**src/rtl/value_to_bcd.sv**
```systemverilog
`default_nettype none
// +-----------------------------------------------------------------------+
// | value_to_bcd: falling-edge shift-and-add-3 binary to packed BCD       |
// | Revision: 1.0                                                         |
// +-----------------------------------------------------------------------+
module value_to_bcd #(
  parameter int WIDTH  = 32,
  parameter int DIGITS = 10
) (
  input  logic                  clk,
  input  logic                  clr,
  input  logic                  start,
  input  logic                  auto_en,
  input  logic [WIDTH-1:0]      value,
  output logic                  busy,
  output logic                  done,
  output logic [4*DIGITS-1:0]   bcd
);

  localparam int c_cnt_w = $clog2(WIDTH + 1);
  localparam int c_bcd_w = 4 * DIGITS;

  typedef enum logic [0:0] {IDLE = 1'b0, SHIFT = 1'b1} state_t;

  state_t               r_state, w_state_nxt;
  logic [WIDTH-1:0]     r_shift, w_shift_nxt;
  logic [WIDTH-1:0]     r_last, w_last_nxt;
  logic [c_bcd_w-1:0]   r_scratch, w_scratch_nxt;
  logic [c_cnt_w-1:0]   r_count, w_count_nxt;
  logic                 r_busy, w_busy_nxt;
  logic                 r_done, w_done_nxt;
  logic [c_bcd_w-1:0]   r_bcd, w_bcd_nxt;

  logic [c_bcd_w-1:0]   w_adj;
  logic [c_bcd_w-1:0]   w_scratch_sh;
  logic [WIDTH-1:0]     w_shift_sh;
  logic                 w_req;
  logic                 w_unused_msb;

  // Digits >= 5 get +3 before the shift so they carry correctly into the next decade.
  for (genvar g = 0; g < DIGITS; g++) begin : g_digit
    assign w_adj[4*g +: 4] = (r_scratch[4*g +: 4] >= 4'd5) ? r_scratch[4*g +: 4] + 4'd3
                                                           : r_scratch[4*g +: 4];
  end

  assign w_scratch_sh = {w_adj[c_bcd_w-2:0], r_shift[WIDTH-1]};
  assign w_shift_sh   = {r_shift[WIDTH-2:0], 1'b0};
  assign w_unused_msb = w_adj[c_bcd_w-1];
  assign w_req        = start | (auto_en & (value != r_last));

  always_comb begin
    w_state_nxt   = r_state;
    w_shift_nxt   = r_shift;
    w_last_nxt    = r_last;
    w_scratch_nxt = r_scratch;
    w_count_nxt   = r_count;
    w_busy_nxt    = r_busy;
    w_done_nxt    = 1'b0;
    w_bcd_nxt     = r_bcd;
    case (r_state)
      IDLE: begin
        if (w_req) begin
          w_shift_nxt   = value;
          w_last_nxt    = value;
          w_scratch_nxt = '0;
          w_count_nxt   = c_cnt_w'(WIDTH);
          w_busy_nxt    = 1'b1;
          w_state_nxt   = SHIFT;
        end
      end
      SHIFT: begin
        w_scratch_nxt = w_scratch_sh;
        w_shift_nxt   = w_shift_sh;
        w_count_nxt   = r_count - c_cnt_w'(1);
        if (r_count == c_cnt_w'(1)) begin
          w_bcd_nxt   = w_scratch_sh;
          w_done_nxt  = 1'b1;
          w_busy_nxt  = 1'b0;
          w_state_nxt = IDLE;
        end
      end
      default: w_state_nxt = IDLE;
    endcase
  end

  // State advances on the falling edge to line up with the incrementor stage.
  always_ff @(negedge clk or posedge clr) begin
    if (clr) begin
      r_state   <= IDLE;
      r_shift   <= '0;
      r_last    <= '0;
      r_scratch <= '0;
      r_count   <= '0;
      r_busy    <= 1'b0;
      r_done    <= 1'b0;
      r_bcd     <= '0;
    end else begin
      r_state   <= w_state_nxt;
      r_shift   <= w_shift_nxt;
      r_last    <= w_last_nxt;
      r_scratch <= w_scratch_nxt;
      r_count   <= w_count_nxt;
      r_busy    <= w_busy_nxt;
      r_done    <= w_done_nxt;
      r_bcd     <= w_bcd_nxt;
    end
  end

  assign busy = r_busy;
  assign done = r_done;
  assign bcd  = r_bcd;

endmodule
`default_nettype wire

```
**config.mk**
```make
export PLATFORM = sky130hd
export DESIGN_NAME = value_to_bcd
export DESIGN_NICKNAME = d
export VERILOG_FILES = /design/src/rtl/value_to_bcd.sv
export SDC_FILE = /design/constraint.sdc
export NUM_CORES = 1
export LEC_CHECK = 0
export CAP_MARGIN = 20
export CORE_UTILIZATION = 61
export DETAILED_ROUTE_END_ITERATION = 10
export PLACE_DENSITY = 0.83
export SYNTH_ARGS = -nofsm -noshare
export SYNTH_HDL_FRONTEND = slang
export SYNTH_SLANG_ARGS = --single-unit
```
**constraint.sdc**
```tcl
create_clock -name clk -period 8.05 [get_ports clk]
set_input_delay 1.61 -clock clk [delete_from_list [all_inputs] [get_ports clk]]
set_output_delay 1.61 -clock clk [all_outputs]
set_load 0.05 [all_outputs]
```
==> run_results.csv, run 1 <==
group,metric,value,unit
critical_path,end_kind,"flip-flop",
yosys,synth_area,0.00927,mm^2
clock_tree,clk_pin_slew,0.05,ns
pwr,switching_share,0.410,
global_routing,grt_pass1_vias,7327,
floorplan,die_x,125,um
placed_design,dp.cells,1204,
yosys,synth.distinct_cells,43,
critical_path,crit_type,"primary input to flip-flop",
pwr,p_seq_frac,0.344,
yosys,yosys_warnings,0,
critical_path,worstPathRequired,4.46,ns
clock_tree,holdBufCountCts,0,
global_routing,grt_max_degree,135,
yosys,netlist_instances,1006,
clock_tree,cts-root-buf,"clkbuf_16",
critical_path,cpMostUsedCell,"buf_4",
yosys,syn-num-nets,1064,
timing,fin_worst_skew,0.00651,ns
yosys,synthTopCellsByArea,"dfrtn_1 41%, nand4b_1 6.0%, nor3b_1 4.3%, nor2_1 3.8%, a21oi_1 3.3%",
clock_tree,cts.sinks,153,
yosys,synthFlopType,"dfrtn_1",
cells_and_area,seq_area,0.00383,mm^2
critical_path,crit_fanout,19,
run_status,violations,"DRC",
detailed_routing,first_pass_iters,10,
cells_and_area,num-nets-final,1097,
cells_and_area,layout_commonest_cell,"dfrtn_1",
floorplan,io_pins,78,
critical_path,arrival,3.96,ns
detailed_routing,drc_errors,5,
pwr,p_int,2.44,mW
min_path,holdCritPathClass,"flip-flop to flip-flop",
critical_path,crit_chain,"clkdlybuf4s50_1 > xor2_1 > nor4_1 > nand4_1 > buf_4 > o21ai_4 > buf_4 > a32o_1",
timing,rsz0062_at_grt,"no",
placed_design,hpwlAfterDp,13500,um
global_routing,grt-ovfl-total,0,
floorplan,core-area,0.0147,mm^2
floorplan,dieArea,0.0157,mm^2
cells_and_area,fin_util,0.737,
pwr,leakagePower,4.23,nW
detailed_routing,via_count,8082,
cells_and_area,drive_gt1_frac,0.0704,
detailed_routing,via_per_inst,6.54,
detailed_routing,ant_nets,0,
critical_path,max_stage_delay,0.54,ns
clock_tree,cts_resized,0,
global_routing,grt_pass1_wl,37700,um
clock_tree,htree_levels,4,
placed_design,globalplace.congestion,0.806,
cells_and_area,finalNonFillerCells,1235,
clock_tree,cts_tree,"done",
critical_path,crit_slowest_cell,"nor4_1",
clock_tree,clock_path_buffers,2,
floorplan,row_count,44,
run_status,status,"finished with violations",
timing,setup_ws,0.495,ns
yosys,synthArstFlopShare,1.00,
pwr,ir_drop,0.254,mV
floorplan,initial_utilization,0.631,
placed_design,port_buffers,77,
cells_and_area,area_growth,16.9,%
yosys,synth-seq-area-share,0.413,
cells_and_area,fill_cells,1086,
timing,slew_headroom,0.309,
pwr,switching_power,1.69,mW
pwr,clkPwrFrac,0.197,
timing,report.final.slew_viol_count,0,
cells_and_area,antenna_cells,0,
timing,fin_tns_setup,0,ns
yosys,synth_edf_count,0,
yosys,syn_area_per_cell,9.22,um^2
critical_path,cp-start-kind,"primary input",
clock_tree,insertion_delay,0.40,ns
placed_design,dpl_worst_slack,0.144,ns
critical_path,r2r_slack,5.44,ns
clock_tree,post_cts_buffers,0,
run,maxCapViolations,0,
timing,hold_violations,0,
pwr,p_per_area,381,mW/mm^2
timing,worst_pin_slew,1.04,ns
global_routing,grt_usage,0.297,
yosys,synth.top_cell.area_share,0.413,
clock_tree,numCtsBuffers,17,
cells_and_area,multiInputGateArea,0.00494,mm^2
yosys,synth.largest_area_cell,"dfrtn_1",
detailed_routing,wirelength,22700,um
yosys,ys_ff_latch,153,
timing,finalSetupViolCount,0,
cells_and_area,final_cell_mix,"153 x dfrtn_1, 93 x nor2_1, 75 x clkdlybuf4s50_1",
detailed_routing,drtIter0Drc,858,
global_routing,antenna_found_initial,0,
floorplan,die_h,125,um
pwr,p_comb_frac,0.460,
detailed_routing,wl_per_cell,18.3,um
## stage by stage
stage | area, um^2 | hold WS (ns) | power, mW
2_1_floorplan | 9280 | 0.432 | 2.80
3_3_place_gp | 10200 | 0.425 | 3.21
3_5_place_dp | 10200 | 0.434 | 3.29
4_1_cts | 10800 | 0.434 | 4.13
5_1_grt | 10800 | 0.444 | 4.39
6_report | 10800 | 0.427 | 4.13
## synth_stat cells, types with 15 or more instances
library cell,count
o311a_1,31
inv_1,24
a31o_1,29
o21ai_1,31
nand2_1,64
o211ai_1,31
nor3b_1,53
dfrtn_1,153
nand4b_1,63
ha_1,22
o21ai_0,39
clkbuf_1,67
xor2_1,34
a21oi_1,62
a221oi_1,31
nor2_1,95
nand3_1,34
a32o_1,15
nor2b_1,31
buf_2,18
## cells by family after synthesis
kind of cell,after synthesis,share of synthesized area
mux,21,0.0242
simple gates,369,0.226
compound gates,275,0.208
buf+inv,121,0.0568
fa+ha+maj,22,0.0297
flops,153,0.413
xor+xnor,45,0.0425
## worst max-delay path, delay by kind of cell
family          cells  cell delay, ns
xor+xnor            1            0.17
compound gates      2            0.45
buf+inv             3            1.00
simple gates        2            0.73
## routing by layer
metal  vias to the layer above  GRT usage  share of wire
met4                         0     0.0897          0.012
met5                         -          0              0
met2                       288      0.469           0.48
li1                       3784          -              -
met3                        26     0.0492          0.061
met1                      3984      0.422           0.45
## cell type report
cell class / instances / area share
Tap cell: 184 / 0.0212
Timing Repair Buffer: 109 / 0.105
Inverter: 26 / 0.00947
Sequential cell: 153 / 0.353
Multi-Input combinational cell: 732 / 0.456
Clock buffer: 19 / 0.0418
Clock inverter: 12 / 0.0128
## path summary, 6_finish.rpt
kind,from,to,cells after the start
max reg2reg,r_state$_DFF_NP0_,r_scratch[0]$_DFFE_NP0P_,5
max,value[24],r_scratch[34]$_DFFE_NP0P_,8
min in group asynchronous,clr,r_shift[22]$_DFFE_NP0P_,3
min reg2reg,bcd[27]$_DFFE_NP0P_,bcd[27]$_DFFE_NP0P_,2
max in group asynchronous,clr,r_last[8]$_DFFE_NP0P_,3
min,bcd[27]$_DFFE_NP0P_,bcd[27]$_DFFE_NP0P_,2
## power groups by stage
stage | sequential (mW) | clock [mW] | combinational (mW)
after detailed placement | 1.42 | 0 | 1.87
after global placement | 1.40 | 0 | 1.81
after CTS | 1.41 | 0.817 | 1.90
after global routing | 1.46 | 0.856 | 2.07
after floorplan | 1.65 | 0 | 1.15
final | 1.42 | 0.811 | 1.90
## state kept, by name, indices dropped and copies added, names as in the netlist
name	flops
bcd	40
r_scratch	40
r_last	32
r_shift	32
r_count	6
busy	1
done	1
r_state	1
Power figures use the tool's default switching activity.
==> run 2: changes to the inputs <==
==> constraint.sdc (replaced) <==
create_clock -name clk -period 9.55 [get_ports clk]
set_input_delay 1.91 -clock clk [delete_from_list [all_inputs] [get_ports clk]]
set_output_delay 1.91 -clock clk [all_outputs]
set_load 0.05 [all_outputs]
==> run_results.csv, run 2 (synthesis gave the netlist of run 1 again) <==
group,metric,value,unit
timing,report.final.slew_viol_count,0,
cells_and_area,area_growth,15.4,%
clock_tree,clk_pin_slew,0.05,ns
timing,slew_headroom,0.356,
global_routing,grt-ovfl-total,0,
floorplan,dieArea,0.0157,mm^2
clock_tree,insertion_delay,0.40,ns
clock_tree,htree_levels,4,
placed_design,hpwlAfterDp,13100,um
floorplan,core-area,0.0147,mm^2
timing,worst_pin_slew,0.966,ns
global_routing,grt_usage,0.295,
run,maxCapViolations,0,
timing,fin_worst_skew,0.00898,ns
detailed_routing,wl_per_cell,18.2,um
critical_path,worstPathRequired,5.02,ns
detailed_routing,drc_errors,6,
floorplan,row_count,44,
floorplan,die_x,125,um
cells_and_area,antenna_cells,0,
detailed_routing,via_count,7995,
clock_tree,cts_resized,0,
floorplan,die_h,125,um
critical_path,end_kind,"flip-flop",
global_routing,grt_pass1_vias,7468,
cells_and_area,fill_cells,1060,
detailed_routing,via_per_inst,6.51,
critical_path,crit_type,"primary input to flip-flop",
timing,rsz0062_at_grt,"no",
critical_path,crit_fanout,34,
clock_tree,clock_path_buffers,2,
clock_tree,numCtsBuffers,17,
floorplan,initial_utilization,0.631,
cells_and_area,layout_commonest_cell,"dfrtn_1",
clock_tree,post_cts_buffers,0,
timing,fin_tns_setup,0,ns
placed_design,globalplace.congestion,0.786,
detailed_routing,first_pass_iters,8,
clock_tree,cts.sinks,153,
critical_path,r2r_start,"r_count[2]$_DFFE_NP0P_",
min_path,holdCritPathClass,"flip-flop to flip-flop",
pwr,p_per_area,321,mW/mm^2
placed_design,port_buffers,77,
critical_path,setup.worst_path.start,"value[24]",
cells_and_area,num-nets-final,1090,
cells_and_area,final_cell_mix,"153 x dfrtn_1, 93 x nor2_1, 75 x clkdlybuf4s50_1",
global_routing,antenna_found_initial,0,
pwr,leakagePower,4.16,nW
cells_and_area,drive_gt1_frac,0.0622,
detailed_routing,ant_nets,0,
floorplan,io_pins,78,
min_path,holdCritStartpoint,"bcd[24]$_DFFE_NP0P_",
critical_path,cp-start-kind,"primary input",
critical_path,arrival,4.21,ns
clock_tree,cts_tree,"done",
pwr,ir_drop,0.183,mV
global_routing,grt_pass1_wl,37700,um
timing,finalSetupViolCount,0,
detailed_routing,drtIter0Drc,970,
placed_design,dpl_worst_slack,0.415,ns
run_status,violations,"DRC",
global_routing,grt_max_degree,154,
timing,setup_ws,0.807,ns
timing,hold_violations,0,
clock_tree,cts-root-buf,"clkbuf_16",
run_status,status,"finished with violations",
clock_tree,holdBufCountCts,0,
detailed_routing,wirelength,22300,um
-- run 2: per-stage QoR --
stage | util | cell area, um^2 | power [mW] | instances | hold slack, ns
2_1_floorplan | - | 9280 | 2.36 | 1006 | 0.432
3_3_place_gp | 0.689 | 10100 | 2.70 | 1197 | 0.425
3_5_place_dp | 0.689 | 10100 | 2.77 | 1197 | 0.434
4_1_cts | 0.728 | 10700 | 3.44 | 1229 | 0.434
5_1_grt | 0.728 | 10700 | 3.67 | 1229 | 0.452
6_report | 0.728 | 10700 | 3.43 | 1229 | 0.425
-- run 2: area by class of cell --
cell class | instances | area, um^2 | share of cell area
Multi-Input combinational cell | 732 | 4940 | 0.462
Sequential cell | 153 | 3830 | 0.358
Timing Repair Buffer | 102 | 1030 | 0.0959
Clock buffer | 23 | 478 | 0.0447
Tap cell | 184 | 230 | 0.0215
Inverter | 26 | 103 | 0.00959
Clock inverter | 9 | 90.1 | 0.00842
-- run 2: worst paths after layout --
check	to	slack (ns)	cells past startpoint
worst max-delay path	r_shift[25]$_DFFE_NP0P_	0.81	7
worst min-delay path	bcd[24]$_DFFE_NP0P_	0.43	2
worst max register to register	bcd[38]$_DFFE_NP0P_	6.96	5
worst min register to register	bcd[24]$_DFFE_NP0P_	0.43	2
max in group asynchronous	bcd[9]$_DFFE_NP0P_	2.07	3
min in group asynchronous	r_last[28]$_DFFE_NP0P_	6.66	3
-- run 2: critical path: stages --
cell	delay (ns)
clkdlybuf4s50_1	0.49
xor2_1	0.17
nor4_1	0.57
and4_2	0.36
buf_4	0.40
nand4b_1	0.17
o311a_1	0.14
-- run 2: layer usage --
| metal | part of all wire | track usage | up-vias |
|---|---|---|---|
| met5 | 0 | 0 | - |
| met4 | 0.012 | 0.0925 | 0 |
| met3 | 0.075 | 0.0522 | 22 |
| met2 | 0.46 | 0.451 | 322 |
| met1 | 0.45 | 0.430 | 3884 |
| li1 | - | - | 3767 |
-- run 2: report_power, final --
group / internal, mW / leakage [nW] / switching [mW]
Sequential: 0.953 / 1.85 / 0.242
Clock: 0.380 / 0.262 / 0.272
Combinational: 0.695 / 2.04 / 0.891
